## src/rtl/uc1611_rx_if.sv

```systemverilog
// LCD host bus plus frame-buffer write port of the UC1611 receiver.
//   lcd_cs     chip select, active-high
//   lcd_write  write strobe, active-low
//   lcd_cd     0 = command byte, 1 = display data byte
//   lcd_data   bus byte
//   fb_we      one-cycle frame-buffer write pulse
//   fb_page    write page address
//   fb_col     write column address
//   fb_data    write data (two 4-bit gray pixels)
// master = host side (drives the LCD bus), slave = receiver side.
interface uc1611_rx_if;
    logic       lcd_cs;
    logic       lcd_write;
    logic       lcd_cd;
    logic [7:0] lcd_data;
    logic       fb_we;
    logic [6:0] fb_page;
    logic [7:0] fb_col;
    logic [7:0] fb_data;

    modport master (
        output lcd_cs, lcd_write, lcd_cd, lcd_data,
        input  fb_we, fb_page, fb_col, fb_data
    );

    modport slave (
        input  lcd_cs, lcd_write, lcd_cd, lcd_data,
        output fb_we, fb_page, fb_col, fb_data
    );
endinterface

```

## src/rtl/uc1611_rx.sv

```systemverilog
// UC1611 command/data receiver. Decodes host command bytes into display
// control registers and turns display data bytes into frame-buffer writes
// with automatic address advance.
// Ports:
//   clk          single clock, posedge
//   reset        synchronous, active-low
//   bus          LCD bus in, frame-buffer write port out (slave modport)
//   scroll_line  SL[7:0]
//   map_ctl      {MY,MX,MSF}
//   addr_ctl     AC[2:0]
//   disp_en      DC[4:2]
//   gray_ctl     gray-scale mode
//   line_rate    line-rate select
//   bias         BR[1:0]
//   panel_ld     PC[1:0]
//   gain_pm      {GN,PM}
//   partial      partial-display bits
//   busy         high while accepted bytes are being ignored
//
// state | meaning
// CMD   | decoding commands / accepting data
// ARG   | next accepted byte is the 0x81 argument
// RSTW  | post System Reset wait, bus ignored
module uc1611_rx #(
    parameter int NUM_COLS  = 160,
    parameter int NUM_PAGES = 128,
    parameter int RST_WAIT  = 16
) (
    input  logic             clk,
    input  logic             reset,
    uc1611_rx_if.slave       bus,
    output logic [7:0]       scroll_line,
    output logic [2:0]       map_ctl,
    output logic [2:0]       addr_ctl,
    output logic [2:0]       disp_en,
    output logic [1:0]       gray_ctl,
    output logic [1:0]       line_rate,
    output logic [1:0]       bias,
    output logic [1:0]       panel_ld,
    output logic [7:0]       gain_pm,
    output logic [1:0]       partial,
    output logic             busy
);

    localparam int         CW       = (RST_WAIT > 0) ? $clog2(RST_WAIT + 1) : 1;
    localparam logic [7:0] COL_MAX  = 8'(NUM_COLS - 1);
    localparam logic [6:0] PAGE_MAX = 7'(NUM_PAGES - 1);

    typedef enum logic [1:0] {CMD, ARG, RSTW} state_t;

    state_t          state, next_state;
    logic [CW-1:0]   cnt;
    logic [7:0]      ca, ca_adv, ca_inc, ca_dec;
    logic [6:0]      pa, pa_adv, pa_inc, pa_dec;
    logic            fb_we_q;
    logic [6:0]      fb_page_q;
    logic [7:0]      fb_col_q;
    logic [7:0]      fb_data_q;
    logic            accept;
    logic            do_cmd, do_data, do_sysrst, load_gain;

    assign accept = bus.lcd_cs & ~bus.lcd_write;
    assign busy   = (state == RSTW);

    assign bus.fb_we   = fb_we_q;
    assign bus.fb_page = fb_page_q;
    assign bus.fb_col  = fb_col_q;
    assign bus.fb_data = fb_data_q;

    always_ff @(posedge clk) begin
        if (!reset)
            state <= CMD;
        else
            state <= next_state;
    end

    always_comb begin
        next_state = state;
        do_cmd     = 1'b0;
        do_data    = 1'b0;
        do_sysrst  = 1'b0;
        load_gain  = 1'b0;
        case (state)
            CMD: begin
                if (accept) begin
                    if (bus.lcd_cd) begin
                        do_data = 1'b1;
                    end else if (bus.lcd_data == 8'h81) begin
                        next_state = ARG;
                    end else if (bus.lcd_data == 8'hE2) begin
                        do_sysrst  = 1'b1;
                        next_state = RSTW;
                    end else begin
                        do_cmd = 1'b1;
                    end
                end
            end
            ARG: begin
                if (accept) begin
                    load_gain  = 1'b1;
                    next_state = CMD;
                end
            end
            RSTW: begin
                if (cnt == '0)
                    next_state = CMD;
            end
            default: next_state = CMD;
        endcase
    end

    always_ff @(posedge clk) begin
        if (!reset)
            cnt <= '0;
        else if (do_sysrst)
            cnt <= CW'(RST_WAIT);
        else if (state == RSTW && cnt != '0)
            cnt <= cnt - CW'(1);
    end

    // Secondary address steps wrap at both ends.
    assign ca_inc = (ca >= COL_MAX)  ? 8'd0 : ca + 8'd1;
    assign ca_dec = (ca == 8'd0)     ? COL_MAX : ca - 8'd1;
    assign pa_inc = (pa >= PAGE_MAX) ? 7'd0 : pa + 7'd1;
    assign pa_dec = (pa == 7'd0)     ? PAGE_MAX : pa - 7'd1;

    always_comb begin
        ca_adv = ca;
        pa_adv = pa;
        if (!addr_ctl[1]) begin
            ca_adv = ca_inc;
            if (ca >= COL_MAX && addr_ctl[0])
                pa_adv = addr_ctl[2] ? pa_dec : pa_inc;
        end else begin
            pa_adv = pa_inc;
            if (pa >= PAGE_MAX && addr_ctl[0])
                ca_adv = addr_ctl[2] ? ca_dec : ca_inc;
        end
    end

    // System Reset command restores exactly the same values as the reset pin.
    always_ff @(posedge clk) begin
        if (!reset || do_sysrst) begin
            ca          <= '0;
            pa          <= '0;
            scroll_line <= '0;
            map_ctl     <= '0;
            addr_ctl    <= 3'b001;
            disp_en     <= '0;
            gray_ctl    <= '0;
            line_rate   <= '0;
            bias        <= 2'b11;
            panel_ld    <= '0;
            gain_pm     <= 8'h00;
            partial     <= '0;
            fb_we_q     <= 1'b0;
            fb_page_q   <= '0;
            fb_col_q    <= '0;
            fb_data_q   <= '0;
        end else begin
            fb_we_q <= 1'b0;
            if (load_gain)
                gain_pm <= bus.lcd_data;
            if (do_data) begin
                fb_we_q   <= 1'b1;
                fb_page_q <= pa;
                fb_col_q  <= ca;
                fb_data_q <= bus.lcd_data;
                ca        <= ca_adv;
                pa        <= pa_adv;
            end
            if (do_cmd) begin
                casez (bus.lcd_data)
                    8'b0000_????: ca[3:0]          <= bus.lcd_data[3:0];
                    8'b0001_????: ca[7:4]          <= bus.lcd_data[3:0];
                    8'b0100_????: scroll_line[3:0] <= bus.lcd_data[3:0];
                    8'b0101_????: scroll_line[7:4] <= bus.lcd_data[3:0];
                    8'b0110_????: pa[3:0]          <= bus.lcd_data[3:0];
                    8'b0111_0???: pa[6:4]          <= bus.lcd_data[2:0];
                    8'b0010_10??: panel_ld         <= bus.lcd_data[1:0];
                    8'b1000_01??: partial          <= bus.lcd_data[1:0];
                    8'b1000_1???: addr_ctl         <= bus.lcd_data[2:0];
                    8'b1010_00??: line_rate        <= bus.lcd_data[1:0];
                    8'b1010_1???: disp_en          <= bus.lcd_data[2:0];
                    8'b1100_0???: map_ctl          <= bus.lcd_data[2:0];
                    8'b1101_00??: gray_ctl         <= bus.lcd_data[1:0];
                    8'b1110_10??: bias             <= bus.lcd_data[1:0];
                    default: ;
                endcase
            end
        end
    end

endmodule

```

## src/flat_wrapper.sv

```systemverilog
// flat-port wrapper written by rule: the top's interface ports become plain ports
module uc1611_rx_flat 
#(
    parameter int NUM_COLS  = 160,
    parameter int NUM_PAGES = 128,
    parameter int RST_WAIT  = 16
)
  (clk, reset, scroll_line, map_ctl, addr_ctl, disp_en, gray_ctl, line_rate, bias, panel_ld, gain_pm, partial, busy, bus_lcd_cs, bus_lcd_write, bus_lcd_cd, bus_lcd_data, bus_fb_we, bus_fb_page, bus_fb_col, bus_fb_data);
  uc1611_rx_if bus_i ();
  input  logic clk;
  input  logic reset;
  output logic [7:0] scroll_line;
  output logic [2:0] map_ctl;
  output logic [2:0] addr_ctl;
  output logic [2:0] disp_en;
  output logic [1:0] gray_ctl;
  output logic [1:0] line_rate;
  output logic [1:0] bias;
  output logic [1:0] panel_ld;
  output logic [7:0] gain_pm;
  output logic [1:0] partial;
  output logic busy;
  input wire logic [$bits(bus_i.lcd_cs)-1:0] bus_lcd_cs;
  input wire logic [$bits(bus_i.lcd_write)-1:0] bus_lcd_write;
  input wire logic [$bits(bus_i.lcd_cd)-1:0] bus_lcd_cd;
  input wire logic [$bits(bus_i.lcd_data)-1:0] bus_lcd_data;
  output wire logic [$bits(bus_i.fb_we)-1:0] bus_fb_we;
  output wire logic [$bits(bus_i.fb_page)-1:0] bus_fb_page;
  output wire logic [$bits(bus_i.fb_col)-1:0] bus_fb_col;
  output wire logic [$bits(bus_i.fb_data)-1:0] bus_fb_data;
  assign bus_i.lcd_cs = bus_lcd_cs;
  assign bus_i.lcd_write = bus_lcd_write;
  assign bus_i.lcd_cd = bus_lcd_cd;
  assign bus_i.lcd_data = bus_lcd_data;
  assign bus_fb_we = bus_i.fb_we;
  assign bus_fb_page = bus_i.fb_page;
  assign bus_fb_col = bus_i.fb_col;
  assign bus_fb_data = bus_i.fb_data;
  uc1611_rx #(.NUM_COLS(NUM_COLS), .NUM_PAGES(NUM_PAGES), .RST_WAIT(RST_WAIT)) u_core (.clk(clk), .reset(reset), .bus(bus_i), .scroll_line(scroll_line), .map_ctl(map_ctl), .addr_ctl(addr_ctl), .disp_en(disp_en), .gray_ctl(gray_ctl), .line_rate(line_rate), .bias(bias), .panel_ld(panel_ld), .gain_pm(gain_pm), .partial(partial), .busy(busy));
endmodule
```

## config.mk

```make
export PLATFORM = sky130hd
export DESIGN_NAME = uc1611_rx_flat
export DESIGN_NICKNAME = d
export VERILOG_FILES = /design/src/rtl/uc1611_rx_if.sv /design/src/rtl/uc1611_rx.sv /design/src/flat_wrapper.sv
export SDC_FILE = /design/constraint.sdc
export NUM_CORES = 1
export LEC_CHECK = 0
export CORE_AREA = 2 2 90 92
export CTS_CLUSTER_SIZE = 24
export DETAILED_ROUTE_END_ITERATION = 8
export DIE_AREA = 0 0 92 94
export PLACE_DENSITY = 0.93
export SYNTH_ARGS = -nofsm -noshare
export SYNTH_HDL_FRONTEND = slang
export SYNTH_SLANG_ARGS = --single-unit
```

## constraint.sdc

```tcl
create_clock -name clk -period 7.1 [get_ports clk]
set_clock_uncertainty 0.05 [all_clocks]
set_input_delay 1.775 -clock clk [delete_from_list [all_inputs] [get_ports clk]]
set_output_delay 1.775 -clock clk [all_outputs]
set_load 0.03 [all_outputs]
```

==> qor.yml <==
vias: 4370
totalWireLength_mm: 12.5
fin_area_um2: 5170
numCtsBuffers: 9
initial_core_util_pct: 56.5
timing.hold.ws_ns: 0.408
postCtsResizedCells: 0
slowest_delay_ns: 0.97
wl_met2_mm: 6.04
max_freq_mhz: 220
met3_wirelength_mm: 1.11
sw_frac_of_total_pct: 27.7
leakage_nw: 1.83
boundaryPins: 73
routed.top_layer: "met4"
worst_pin_slew_ns: 1.27
fin_util_pct: 67.9
ant_nets: 0
yosysWarnings: 0
slew_headroom_pct: 14.9
cp_data_required_time_ns: 7.28
h-tree-depth: 3
clk_pin_slew_ns: 0.09
antenna_found_initial: 0
syn_nets: 580
syn_area_per_cell_um2: 7.67
num_rows: 32
p_clk_share_pct: 36.6
p_sw_w: 0.000235
portBuffers: 72
ir_worst_vdd_mv: 0.162
ys_async_sr_fraction_pct: 0
viasPerCell: 6.15
crit_path_end_kind: "flip-flop"
drc_errors: 0
maxCapViolCount: 0
synth_cell_type_count: 65
slew_violations: 0
fin_nets: 623
die_h_um: 94
diodes: 0
synth_edf_count: 0
finalSetupTns_ns: 0
grt_setup_unrepaired: "false"
post_cts_buffers: 0
drive_gt1_share_pct: 4.93
design.core.area_um2: 7610
pwr-share-seq_pct: 54.8
path_cells: "clkdlybuf4s50_1 > or4b_4 > nor3b_4 > nand3_1 > nand2_2 > nor2_1 > o2bb2ai_1"
combPwrFrac_pct: 8.6
critical-path-slowest-cell: "nand2_2"
p_per_area_nw_per_um2: 164
root_buffer: "clkbuf_8"
arrival_ns: 4.73
hold_viol_final: 0
clock-sinks: 81
synth_top_area_cell: "dfxtp_1"
gr-total-overflow: 0
netlist_top_cells_count: "nand2_1, dfxtp_1, a21oi_1"
synth_top_flop_cell: "dfxtp_1"
cts_tree: "done"
drt_pass1_iterations: 5
grt_use_total_pct: 28.6
die_w_um: 92
status: "finished, final reports clean"
dpl_cell_area_um2: 4990
yosysSeqAreaShare_pct: 37.7
die_area_um2: 8650
drt_iter0_drc: 415
area_growth_syn_to_layout_pct: 20.2
wl_met1_mm: 5.04
worst-setup-path-type: "in2reg"
grt_pass1_vias: 4076
grt_pass1_wl_mm: 19.8
min_path_type: "reg2reg"
insertion_delay_ns: 0.36
start_kind: "input port"
synth.most_common_cell: "nand2_1"
clockBufferDepth: 2
p_int_w: 0.000612
hold_buffers: 0
synth_cells: 561
synth.area.top_cells: "dfxtp_1, nand2_1, a21oi_1, mux2i_1, nor2_1"
netlist_area_um2: 4300
synth_top_area_share_pct: 37.7
wl_per_cell_um: 17.6
critPathMaxFanout: 67
setup_viol: 0
grt_max_degree: 68
hpwl_mm: 8.39
gp_congestion: 0.910
synth_seq_cells: 81
min_period_ns: 4.55
period_share_pct: 64.1
## worst max-delay path: cells and delay by family
kind / cells / cell delay, ns
simple gates: 5 / 2.23
buf+inv: 1 / 0.51
compound gates: 1 / 0.18
## registers in the layout, summed over array words and instances (netlist names), 3 cells and up
name,count
u_core.bus.fb_col,8
u_core.bus.fb_data,8
u_core.ca,8
u_core.gain_pm,8
u_core.scroll_line,8
u_core.bus.fb_page,7
u_core.pa,7
u_core.cnt,5
u_core.addr_ctl,3
u_core.disp_en,3
u_core.map_ctl,3
## metrics by stage
step	instances	worst slack (ns)	power [W]
floorplan	561	3.64	0.000522
CTS	711	2.64	0.000843
finish	711	2.55	0.000847
detailed placement	695	2.26	0.000545
global placement	695	2.41	0.000543
global route	711	2.42	0.000872
## area by class of cell
class,instances,area (um2)
Clock buffer,9,124
Clock inverter,7,53.8
Multi-Input combinational cell,423,2450
Timing Repair Buffer,74,736
Inverter,15,56.3
Tap cell,102,128
Fill cell,569,2440
Sequential cell,81,1620
## final timing paths
path | startpoint | to | slack [ns] | cells after the start
setup reg to reg | u_core.state[0]$_SDFFE_PN0P_ | u_core.pa[1]$_SDFF_PP0_ | 3.96 | 6
hold / removal | u_core.bus.fb_col[2]$_SDFFE_PP0P_ | u_core.bus.fb_col[2]$_SDFFE_PP0P_ | 0.41 | 2
hold reg to reg | u_core.bus.fb_col[2]$_SDFFE_PP0P_ | u_core.bus.fb_col[2]$_SDFFE_PP0P_ | 0.41 | 2
setup / recovery | bus_lcd_cd | u_core.pa[1]$_SDFF_PP0_ | 2.55 | 7
## layer usage
layer / track usage (%) / vias to the layer above
li1: - / 2071
met1: 34.5 / 2026
met2: 49.9 / 239
met3: 6.98 / 34
met4: 9.95 / 0
met5: 0 / -
## power groups by stage
stage               clock (W)  combinational (W)  sequential, W
floorplan                   0          0.0000455       0.000476
finish               0.000310          0.0000727       0.000464
detailed placement          0          0.0000705       0.000475
CTS                  0.000308          0.0000710       0.000464
global placement            0          0.0000687       0.000475
global route         0.000330          0.0000777       0.000465
## cells by family (layout without fill, tap and decap cells)
logic type               count (synthesis)  in the layout  synth area share (%)
AO/OA/AOI/OAI                          141            141                  20.0
multiplexers                            22             22                  5.12
buffers and inverters                   57            105                  5.61
flip-flops                              81             81                  37.7
XOR/XNOR                                11             11                  2.24
AND/OR/NAND/NOR                        243            243                  27.6
adder cells (fa/ha/maj)                  6              6                  1.75
## layout by cell type (no fill, tap or decap), types with 2 or more instances in the layout
master	count
and3_1	9
nand4_1	10
and4_1	3
clkbuf_8	9
buf_4	2
o311ai_0	2
o21ai_0	23
clkdlybuf4s50_1	72
o211ai_1	8
xor2_1	6
o2bb2ai_1	2
o22ai_1	3
inv_6	3
a21oi_1	64
nor3_1	15
a2bb2oi_1	2
nor2b_1	9
inv_1	15
a31oi_1	11
mux2i_1	22
a21o_1	5
ha_1	6
nand3_1	25
clkinvlp_4	3
and2_1	3
xnor2_1	5
a211oi_1	5
dfxtp_1	81
nor2_1	52
nor3b_1	2
nand2_1	95
No activity file was read; power rests on OpenSTA's default activity.
